**src/rtl/uart_sample_framer.sv**
```systemverilog
// uart_sample_framer: captures one coherent snapshot of four channels every DECIMATE sample_clk
// rising edges and streams it to uart_tx as "CH<n>" MSB LSB per channel.
// Optional build macro UART_SAMPLE_FRAMER_CHECKSUM_EN appends an XOR checksum byte per snapshot.
module uart_sample_framer #(
    parameter int W        = 16,
    parameter int DECIMATE = 8
) (
    input  logic         clk,
    input  logic         rst_n,
    input  logic         sample_clk,
    input  logic [W-1:0] sample_in0,
    input  logic [W-1:0] sample_in1,
    input  logic [W-1:0] sample_in2,
    input  logic [W-1:0] sample_in3,
    output logic         tx_start,
    output logic [7:0]   tx_data,
    input  logic         tx_busy,
    output logic         frame_toggle,
    output logic [7:0]   drop_cnt
);
    typedef enum logic [1:0] {IDLE, LOAD, WAIT_BUSY, WAIT_IDLE} state_t;

    localparam logic [7:0] DEC_LAST = 8'(DECIMATE - 1);

    state_t       state_q, state_d;
    logic         sample_clk_q;
    logic         rise;
    logic [7:0]   dec_cnt_q, dec_cnt_d;
    logic [W-1:0] snap_q [4];
    logic [W-1:0] snap_d [4];
    logic [2:0]   ch_q, ch_d;
    logic [2:0]   pos_q, pos_d;
    logic [1:0]   wait_cnt_q, wait_cnt_d;
    logic         tx_start_q, tx_start_d;
    logic [7:0]   tx_data_q, tx_data_d;
    logic         toggle_q, toggle_d;
    logic [7:0]   drop_q, drop_d;
    logic         capture;
    logic         last_byte;
    logic [7:0]   cur_byte;
`ifdef UART_SAMPLE_FRAMER_CHECKSUM_EN
    logic [7:0]   csum_q, csum_d;
`endif

    assign rise    = sample_clk & ~sample_clk_q;
    assign capture = (state_q == IDLE) && rise && (dec_cnt_q == DEC_LAST);

    // The checksum occupies channel slot 4, position 0, i.e. byte index 20.
`ifdef UART_SAMPLE_FRAMER_CHECKSUM_EN
    assign last_byte = (ch_q == 3'd4);
`else
    assign last_byte = (ch_q == 3'd3) && (pos_q == 3'd4);
`endif

    assign tx_start     = tx_start_q;
    assign tx_data      = tx_data_q;
    assign frame_toggle = toggle_q;
    assign drop_cnt     = drop_q;

    always_comb begin
        cur_byte = 8'h00;
        case (pos_q)
            3'd0:    cur_byte = 8'h43;
            3'd1:    cur_byte = 8'h48;
            3'd2:    cur_byte = 8'h30 + {6'b0, ch_q[1:0]};
            3'd3:    cur_byte = snap_q[ch_q[1:0]][W-1:W-8];
            3'd4:    cur_byte = snap_q[ch_q[1:0]][7:0];
            default: cur_byte = 8'h00;
        endcase
`ifdef UART_SAMPLE_FRAMER_CHECKSUM_EN
        if (ch_q == 3'd4) cur_byte = csum_q;
`endif
    end

    always_ff @(posedge clk or negedge rst_n) begin
        if (!rst_n) begin
            state_q      <= IDLE;
            sample_clk_q <= 1'b0;
            dec_cnt_q    <= '0;
            snap_q       <= '{default: '0};
            ch_q         <= '0;
            pos_q        <= '0;
            wait_cnt_q   <= '0;
            tx_start_q   <= 1'b0;
            tx_data_q    <= '0;
            toggle_q     <= 1'b0;
            drop_q       <= '0;
`ifdef UART_SAMPLE_FRAMER_CHECKSUM_EN
            csum_q       <= '0;
`endif
        end else begin
            state_q      <= state_d;
            sample_clk_q <= sample_clk;
            dec_cnt_q    <= dec_cnt_d;
            snap_q       <= snap_d;
            ch_q         <= ch_d;
            pos_q        <= pos_d;
            wait_cnt_q   <= wait_cnt_d;
            tx_start_q   <= tx_start_d;
            tx_data_q    <= tx_data_d;
            toggle_q     <= toggle_d;
            drop_q       <= drop_d;
`ifdef UART_SAMPLE_FRAMER_CHECKSUM_EN
            csum_q       <= csum_d;
`endif
        end
    end

    // WAIT_BUSY gives up after four idle cycles so a fast or missing uart_tx cannot stall us.
    always_comb begin
        state_d = state_q;
        case (state_q)
            IDLE:      if (capture) state_d = LOAD;
            LOAD:      if (!tx_busy) state_d = WAIT_BUSY;
            WAIT_BUSY: if (tx_busy || (wait_cnt_q == 2'd3)) state_d = WAIT_IDLE;
            WAIT_IDLE: if (!tx_busy) state_d = last_byte ? IDLE : LOAD;
            default:   state_d = IDLE;
        endcase
    end

    // Edges arriving outside IDLE are only counted as drops; they never touch decimation or snapshot.
    always_comb begin
        dec_cnt_d  = dec_cnt_q;
        snap_d     = snap_q;
        ch_d       = ch_q;
        pos_d      = pos_q;
        wait_cnt_d = wait_cnt_q;
        tx_start_d = 1'b0;
        tx_data_d  = tx_data_q;
        toggle_d   = toggle_q;
        drop_d     = drop_q;
`ifdef UART_SAMPLE_FRAMER_CHECKSUM_EN
        csum_d     = csum_q;
`endif
        if (rise) begin
            if (state_q == IDLE) dec_cnt_d = capture ? 8'd0 : dec_cnt_q + 8'd1;
            else if (drop_q != 8'hFF) drop_d = drop_q + 8'd1;
        end
        case (state_q)
            IDLE: begin
                if (capture) begin
                    snap_d = '{sample_in0, sample_in1, sample_in2, sample_in3};
                    ch_d   = '0;
                    pos_d  = '0;
`ifdef UART_SAMPLE_FRAMER_CHECKSUM_EN
                    csum_d = '0;
`endif
                end
            end
            LOAD: begin
                tx_data_d  = cur_byte;
                wait_cnt_d = '0;
                if (!tx_busy) begin
                    tx_start_d = 1'b1;
`ifdef UART_SAMPLE_FRAMER_CHECKSUM_EN
                    csum_d     = csum_q ^ cur_byte;
`endif
                end
            end
            WAIT_BUSY: wait_cnt_d = wait_cnt_q + 2'd1;
            WAIT_IDLE: begin
                if (!tx_busy) begin
                    if (last_byte) begin
                        toggle_d = ~toggle_q;
                    end else if (pos_q == 3'd4) begin
                        pos_d = '0;
                        ch_d  = ch_q + 3'd1;
                    end else begin
                        pos_d = pos_q + 3'd1;
                    end
                end
            end
            default: ;
        endcase
    end
endmodule
```
**config.mk**
```make
export PLATFORM = sky130hd
export DESIGN_NAME = uart_sample_framer
export DESIGN_NICKNAME = d
export VERILOG_FILES = /design/src/rtl/uart_sample_framer.sv
export SDC_FILE = /design/constraint.sdc
export NUM_CORES = 1
export LEC_CHECK = 0
export ABC_CLOCK_PERIOD_IN_PS = 2700
export BUFFER_PORTS_ARGS = -buffer_cell sky130_fd_sc_hd__buf_2
export CAP_MARGIN = 20
export CORE_MARGIN = 2
export CORE_UTILIZATION = 56
export DETAILED_ROUTE_END_ITERATION = 10
export PLACE_DENSITY_LB_ADDON = 0.15
export SYNTH_ARGS = -nofsm -noshare
export SYNTH_HDL_FRONTEND = slang
export SYNTH_SLANG_ARGS = --single-unit
```
**constraint.sdc**
```tcl
create_clock -name clk -period 2.7 [get_ports clk]
set_clock_uncertainty 0.1 [all_clocks]
set_input_delay 0.405 -clock clk [delete_from_list [all_inputs] [get_ports clk]]
set_output_delay 0.405 -clock clk [all_outputs]
set_load 0.03 [all_outputs]
```
==> flow_summary.toml, run 1 <==
[global_routing]
first_global_vias = 3308
maximum_number_of_pins_on_one_net_before_global_route_repair = 67
grt_overflow_total = 0
groute.usage.overall = 0.208
grt_antenna_before_repair = 0
grt_pass1_wl_um = 15800

[yosys]
syn-cell-area_um2 = 4920
synth-seq-area-share = 0.514
postSynthAreaPerCell_um2 = 13.5
synth_edf_count = 0
synthDistinctLibCells = 42
ys_warn_count = 0
yosys_most_used_dff = "dfrtp_1"
post_synthesis_net_count = 447
synth_cells = 364
number_of_synthesized_register_bits = 101
synth_async_sr_flop_share = 1.00

[die]
coreArea_um2 = 8640
row_count = 34
die-height_um = 97.7
dieArea_um2 = 9550
die_width_um = 97.7
ios = 86
floorplan.initialDensity = 0.570

[final_layout]
regArea_um2 = 2530
drive_gt1_frac = 0.422
fin_area_um2 = 5640
layout_common_cells = "dfrtp_1 (101), buf_2 (84), mux2_4 (38)"
multi_input_logic_area_um2 = 2230
final_core_util = 0.653
syn2layout_area_growth_pct = 14.7
num-nets-final = 533
mostFrequentLayoutCell = "dfrtp_1"
inserted_diodes = 0
fillerInstances = 688

[cts]
clock_tree.root_cell = "clkbuf_8"
clock_path_buffers = 2
clock_sink_count = 101
clkTransAtPathRegs_ns = 0.10
tritoncts = "done"
worst_skew_pair.late_latency_ns = 0.36
htreeDepth = 3
cts_buffers = 9

[routing]
viasPerCell = 5.46
drtAntennaViolNets = 0
vias = 3076
wl_um = 9330
dr.pass1.iters = 4
violation_count_after_the_first_detailed_route_iteration = 161
drc = 0
detail_route.wl_per_cell_um = 16.6

[power_and_ir_drop]
ir_drop_uv = 385
power_leakage_nw = 2.93
cellPowerDensity_nw_per_um2 = 771

[timing]
final-max-slew-violation-count = 0
totalNegativeSetupSlack_ns = 0
timing.final.setup_violations = 0
min_period_ns = 2.22
tightestPinTransition_ns = 0.462
hold_slack_ns = 0.0808
hold_violations = 0
max_slew_margin = 0.692
rsz0062_at_grt = "false"
achievable-frequency_mhz = 449
finalCritPeriodShare = 0.824
setup_slack_ns = 0.475

[critical_path]
timing.critical_path.required_ns = 2.84
critical_path.max_stage_delay_ns = 0.42
crit_path_cell_trace = "inv_1, ha_1, nand2_1, or3_1, a21oi_2, mux2_2"
worst_setup_path_start_kind = "register"
kind_of_end_point_of_the_critical_path = "register"
worstPathMaxFanout = 12
arrival_ns = 2.36
crit_buf_inv = 1
timing.critical_path.slowest_stage_cell = "ha_1"
path_delay_family = "simple AND/OR/NAND/NOR gates"
crit_type = "reg2reg"

[outcome]
status = "completed"

[placed_design]
detailed_place_hpwl_um = 6610
dpl_worst_slack_ns = 0.513
place_area_um2 = 5440
routabilityCongestion = 0.828
placement.io_buffers = 85

[flow_run]
max_cap_violations = 0

[worst_hold_path]
hold_path_class = "in2reg"
## where the power goes
group	leakage, nW	internal [W]	switching, W	total, W
clock	0.0955	0.000400	0.000536	0.000937
sequential	1.37	0.00174	0.000201	0.00194
combinational	1.46	0.000586	0.000886	0.00147
total	2.93	0.00273	0.00162	0.00435
## path summary, 6_finish.rpt
path	from	to	slack, ns	depth (start not counted)
setup / recovery	pos_q[0]	ch_q[0]	0.48	6
hold / removal	sample_clk	sample_clk_q	0.08	1
setup reg to reg	pos_q[0]	ch_q[0]	0.48	6
hold reg to reg	frame_toggle	frame_toggle	0.37	1
max in group asynchronous	rst_n	ch_q[1]	1.52	3
min in group asynchronous	rst_n	drop_cnt[4]	0.30	2
## flip-flops by register name (all words and copies together) (netlist names), 2 cells and up
signal,flops
snap_q,64
ch_q,3
dec_cnt_q,8
drop_cnt,8
pos_q,3
tx_data,8
wait_cnt_q,2
state_q,2
## worst reg2reg max path, stage by stage (launching register included)
cell     delay [ns]
dfrtp_1        0.41
inv_1          0.12
ha_1           0.42
nand2_1        0.11
or3_1          0.33
a21oi_2        0.25
mux2_2         0.36
## per-layer routing
metal | GRT usage | up-vias | share of wire
met5 | 0 | - | 0
met4 | 0.0620 | 0 | 0.016
met3 | 0.0547 | 12 | 0.042
met2 | 0.346 | 70 | 0.50
met1 | 0.271 | 1524 | 0.44
li1 | - | 1470 | -
## cells in the mapped netlist (2+ instances only)
master	number	area [um2]
nand4_1	11	68.8
nand2b_1	6	37.5
o21ai_0	12	60.1
mux4_2	10	225
buf_2	5	25.0
xnor2_1	5	43.8
and2_1	2	12.5
nand2_1	18	67.6
nand3_1	10	50.1
nor2b_1	4	25.0
xor2_1	9	78.8
nor2_1	16	60.1
clkbuf_1	6	22.5
a21oi_1	10	50.1
inv_1	11	41.3
mux2_2	34	383
o22ai_1	4	25.0
nor3_1	2	10.0
ha_1	15	188
mux2_4	38	571
dfrtp_1	101	2530
mux2i_1	11	110
buf_6	5	56.3
## timing repair
action                    in CTS  in global routing
gates resized for setup        0                  0
setup buffers                  0                  0
hold buffers                   1                  0
hold endpoints to repair       7                  0
## metrics by stage
step / std cells / total power [W]
final: 563 / 0.00435
after global routing: 563 / 0.00465
after CTS: 563 / 0.00439
after detailed placement: 546 / 0.00344
after global placement: 546 / 0.00339
after floorplan: 364 / 0.00299
## kinds of logic (layout without fill, tap and decap cells)
logic type,after synthesis,count (layout),share of synthesized area
AOI/OAI and AO/OA,38,38,0.0509
and+or+nand+nor,74,74,0.0784
xor gates and xnor gates,14,14,0.0249
muxes,93,93,0.262
DFF,101,101,0.514
adders and majority gates,15,15,0.0382
buffers and inverters,29,120,0.0318
## area by class of cell
class                   count  share of cell area
clock inverters             4             0.00643
well taps                 108              0.0240
flip-flops and latches    101               0.448
multi-input cells         234               0.396
repair buffers             92              0.0900
clock buffers              12              0.0275
inverters                  12             0.00798
Note: power is estimated with default switching activity, not from simulation.
==> run 2, diff against run 1 <==
Settings changed: ABC_CLOCK_PERIOD_IN_PS 2700 to 2100.
Clock period 2.7 ns to 2.1 ns, I/O delays scaled along.
==> run 2 against run 1 <==
Effect of this change:
- clock power grew 37%
- sequential share of layout area shrank 1.6 points
- routed wire length grew 3.2%
- utilization grew 2.4 points
- worst hold slack lost 0.018 ns
- die area is the same
- critical path depth grew 1
- maximum frequency grew 11%
- critical endpoint is now snap_q[48]
==> flow_summary.toml, run 2 (synthesized netlist as in run 1, its figures left out) <==
[final_layout]
layoutNonFillerInstCount = 580
largest_reg_flops = 64
inserted_diodes = 0
layout_common_cells = "dfrtp_1 (101), buf_2 (84), mux2_4 (38)"
mostFrequentLayoutCell = "dfrtp_1"
registers.top_by_ff_count = "snap_q"
multi_input_logic_area_um2 = 2230
fillerInstances = 623
syn2layout_area_growth_pct = 18.9
num-nets-final = 550
drive_gt1_frac = 0.443
regArea_um2 = 2530

[critical_path]
worstPathMaxFanout = 19
timing.critical_path.required_ns = 2.26
startpoint_of_the_worst_slack_reg_to_reg_timing_path = "state_q[1]"
worst_r2r_path_depth = 7
worst_setup_path_start_kind = "register"
crit_type = "reg2reg"
kind_of_end_point_of_the_critical_path = "register"
arrival_ns = 2.16
cp-startpoint = "state_q[1]"

[timing]
timing.final.setup_violations = 0
tightestPinTransition_ns = 0.420
achievable-frequency_mhz = 499
setup_slack_ns = 0.0963
final-max-slew-violation-count = 0
hold_violations = 0
totalNegativeSetupSlack_ns = 0
finalCritPeriodShare = 0.954
min_period_ns = 2.00
max_slew_margin = 0.713
rsz0062_at_grt = "false"

[global_routing]
grt_antenna_before_repair = 0
grt_overflow_total = 0
first_global_vias = 3297
grt_pass1_wl_um = 16300
maximum_number_of_pins_on_one_net_before_global_route_repair = 45
groute.usage.overall = 0.216

[placed_design]
placement.io_buffers = 85
placed_cells = 560
routabilityCongestion = 0.850
detailed_place_hpwl_um = 6890
dpl_worst_slack_ns = 0.113

[worst_hold_path]
min-delay-start = "sample_in3[13]"
whs_path_depth = 2
hold_path_class = "in2reg"

[cts]
clock_tree.root_cell = "clkbuf_8"
tritoncts = "done"
htreeDepth = 3
clkTransAtPathRegs_ns = 0.11
clock_sink_count = 101
worst_skew_pair.late_latency_ns = 0.37
clock_path_buffers = 2
cts_buffers = 9

[flow_run]
max_cap_violations = 0

[die]
dieArea_um2 = 9550
row_count = 34
coreArea_um2 = 8640
floorplan.initialDensity = 0.570
ios = 86
die_width_um = 97.7
die-height_um = 97.7

[power_and_ir_drop]
cellPowerDensity_nw_per_um2 = 996
ir_drop_uv = 595
power_leakage_nw = 3.04

[routing]
vias = 3164
drc = 0
dr.pass1.iters = 4
viasPerCell = 5.46
detail_route.wl_per_cell_um = 16.6
drtAntennaViolNets = 0
wl_um = 9620
violation_count_after_the_first_detailed_route_iteration = 98

[outcome]
status = "completed"
[run 2: changes by cell type in the layout (fill, tap and decap cells not counted), sizes merged]
cell / before / now
clkinv: 1 / 3
buf: 91 / 106
dlygate4sd3: 1 / 3
clkbuf: 12 / 9
bufinv: 0 / 1
[run 2: metrics by stage]
step           power (W)  hold WS [ns]  area [um2]   util
6_report         0.00582        0.0632        5850  0.677
5_1_grt          0.00617        0.0458        5850  0.677
4_1_cts          0.00586        0.0510        5840  0.676
3_5_place_dp     0.00456         0.169        5610  0.649
3_3_place_gp     0.00449         0.162        5610  0.649
2_1_floorplan    0.00384       -0.0806        4920      -
[run 2: per-layer routing]
metal / up-vias / global-route usage / wire [um]
li1: 1504 / - / -
met3: 10 / 0.0525 / 343
met2: 60 / 0.361 / 4760
met1: 1590 / 0.284 / 4400
met4: 0 / 0.0620 / 116
met5: - / 0 / 0
[run 2: layout make-up]
type                    instances  share of cell area
inverters                      12             0.00770
clock inverters                 7              0.0137
clock buffers                   9              0.0212
repair buffers                109               0.120
multi-input cells             234               0.382
well taps                     108              0.0231
flip-flops and latches        101               0.432
[run 2: path summary, 6_finish.rpt]
check | endpoint | slack, ns
worst max-delay path | snap_q[48] | 0.1
min in group asynchronous | drop_cnt[3] | 0.30
worst max register to register | snap_q[48] | 0.1
worst min-delay path | snap_q[13] | 0.06
worst min register to register | frame_toggle | 0.37
max in group asynchronous | snap_q[42] | 1.02
[run 2: timing repair]
| item | 4_1_cts | 5_1_grt |
|---|---|---|
| setup buffers | 0 | 1 |
| resized for setup | 0 | 1 |
| setup endpoints to repair | 0 | 49 |
| endpoints found under the hold margin | 29 | 0 |
| hold buffers | 3 | 0 |
[run 2: critical path, cell delays in order, from the launching register on]
cell,delay [ns]
dfrtp_1,0.43
inv_1,0.12
ha_1,0.17
and3b_1,0.19
nand4_1,0.20
buf_12,0.22
buf_12,0.15
mux2_4,0.30
[run 2: report_power, final]
group | total [W] | switching, W | internal [W] | leakage [nW]
Sequential | 0.00248 | 0.000241 | 0.00224 | 1.37
Combinational | 0.00207 | 0.00120 | 0.000870 | 1.57
Clock | 0.00128 | 0.000713 | 0.000568 | 0.102
Total | 0.00582 | 0.00215 | 0.00368 | 3.04
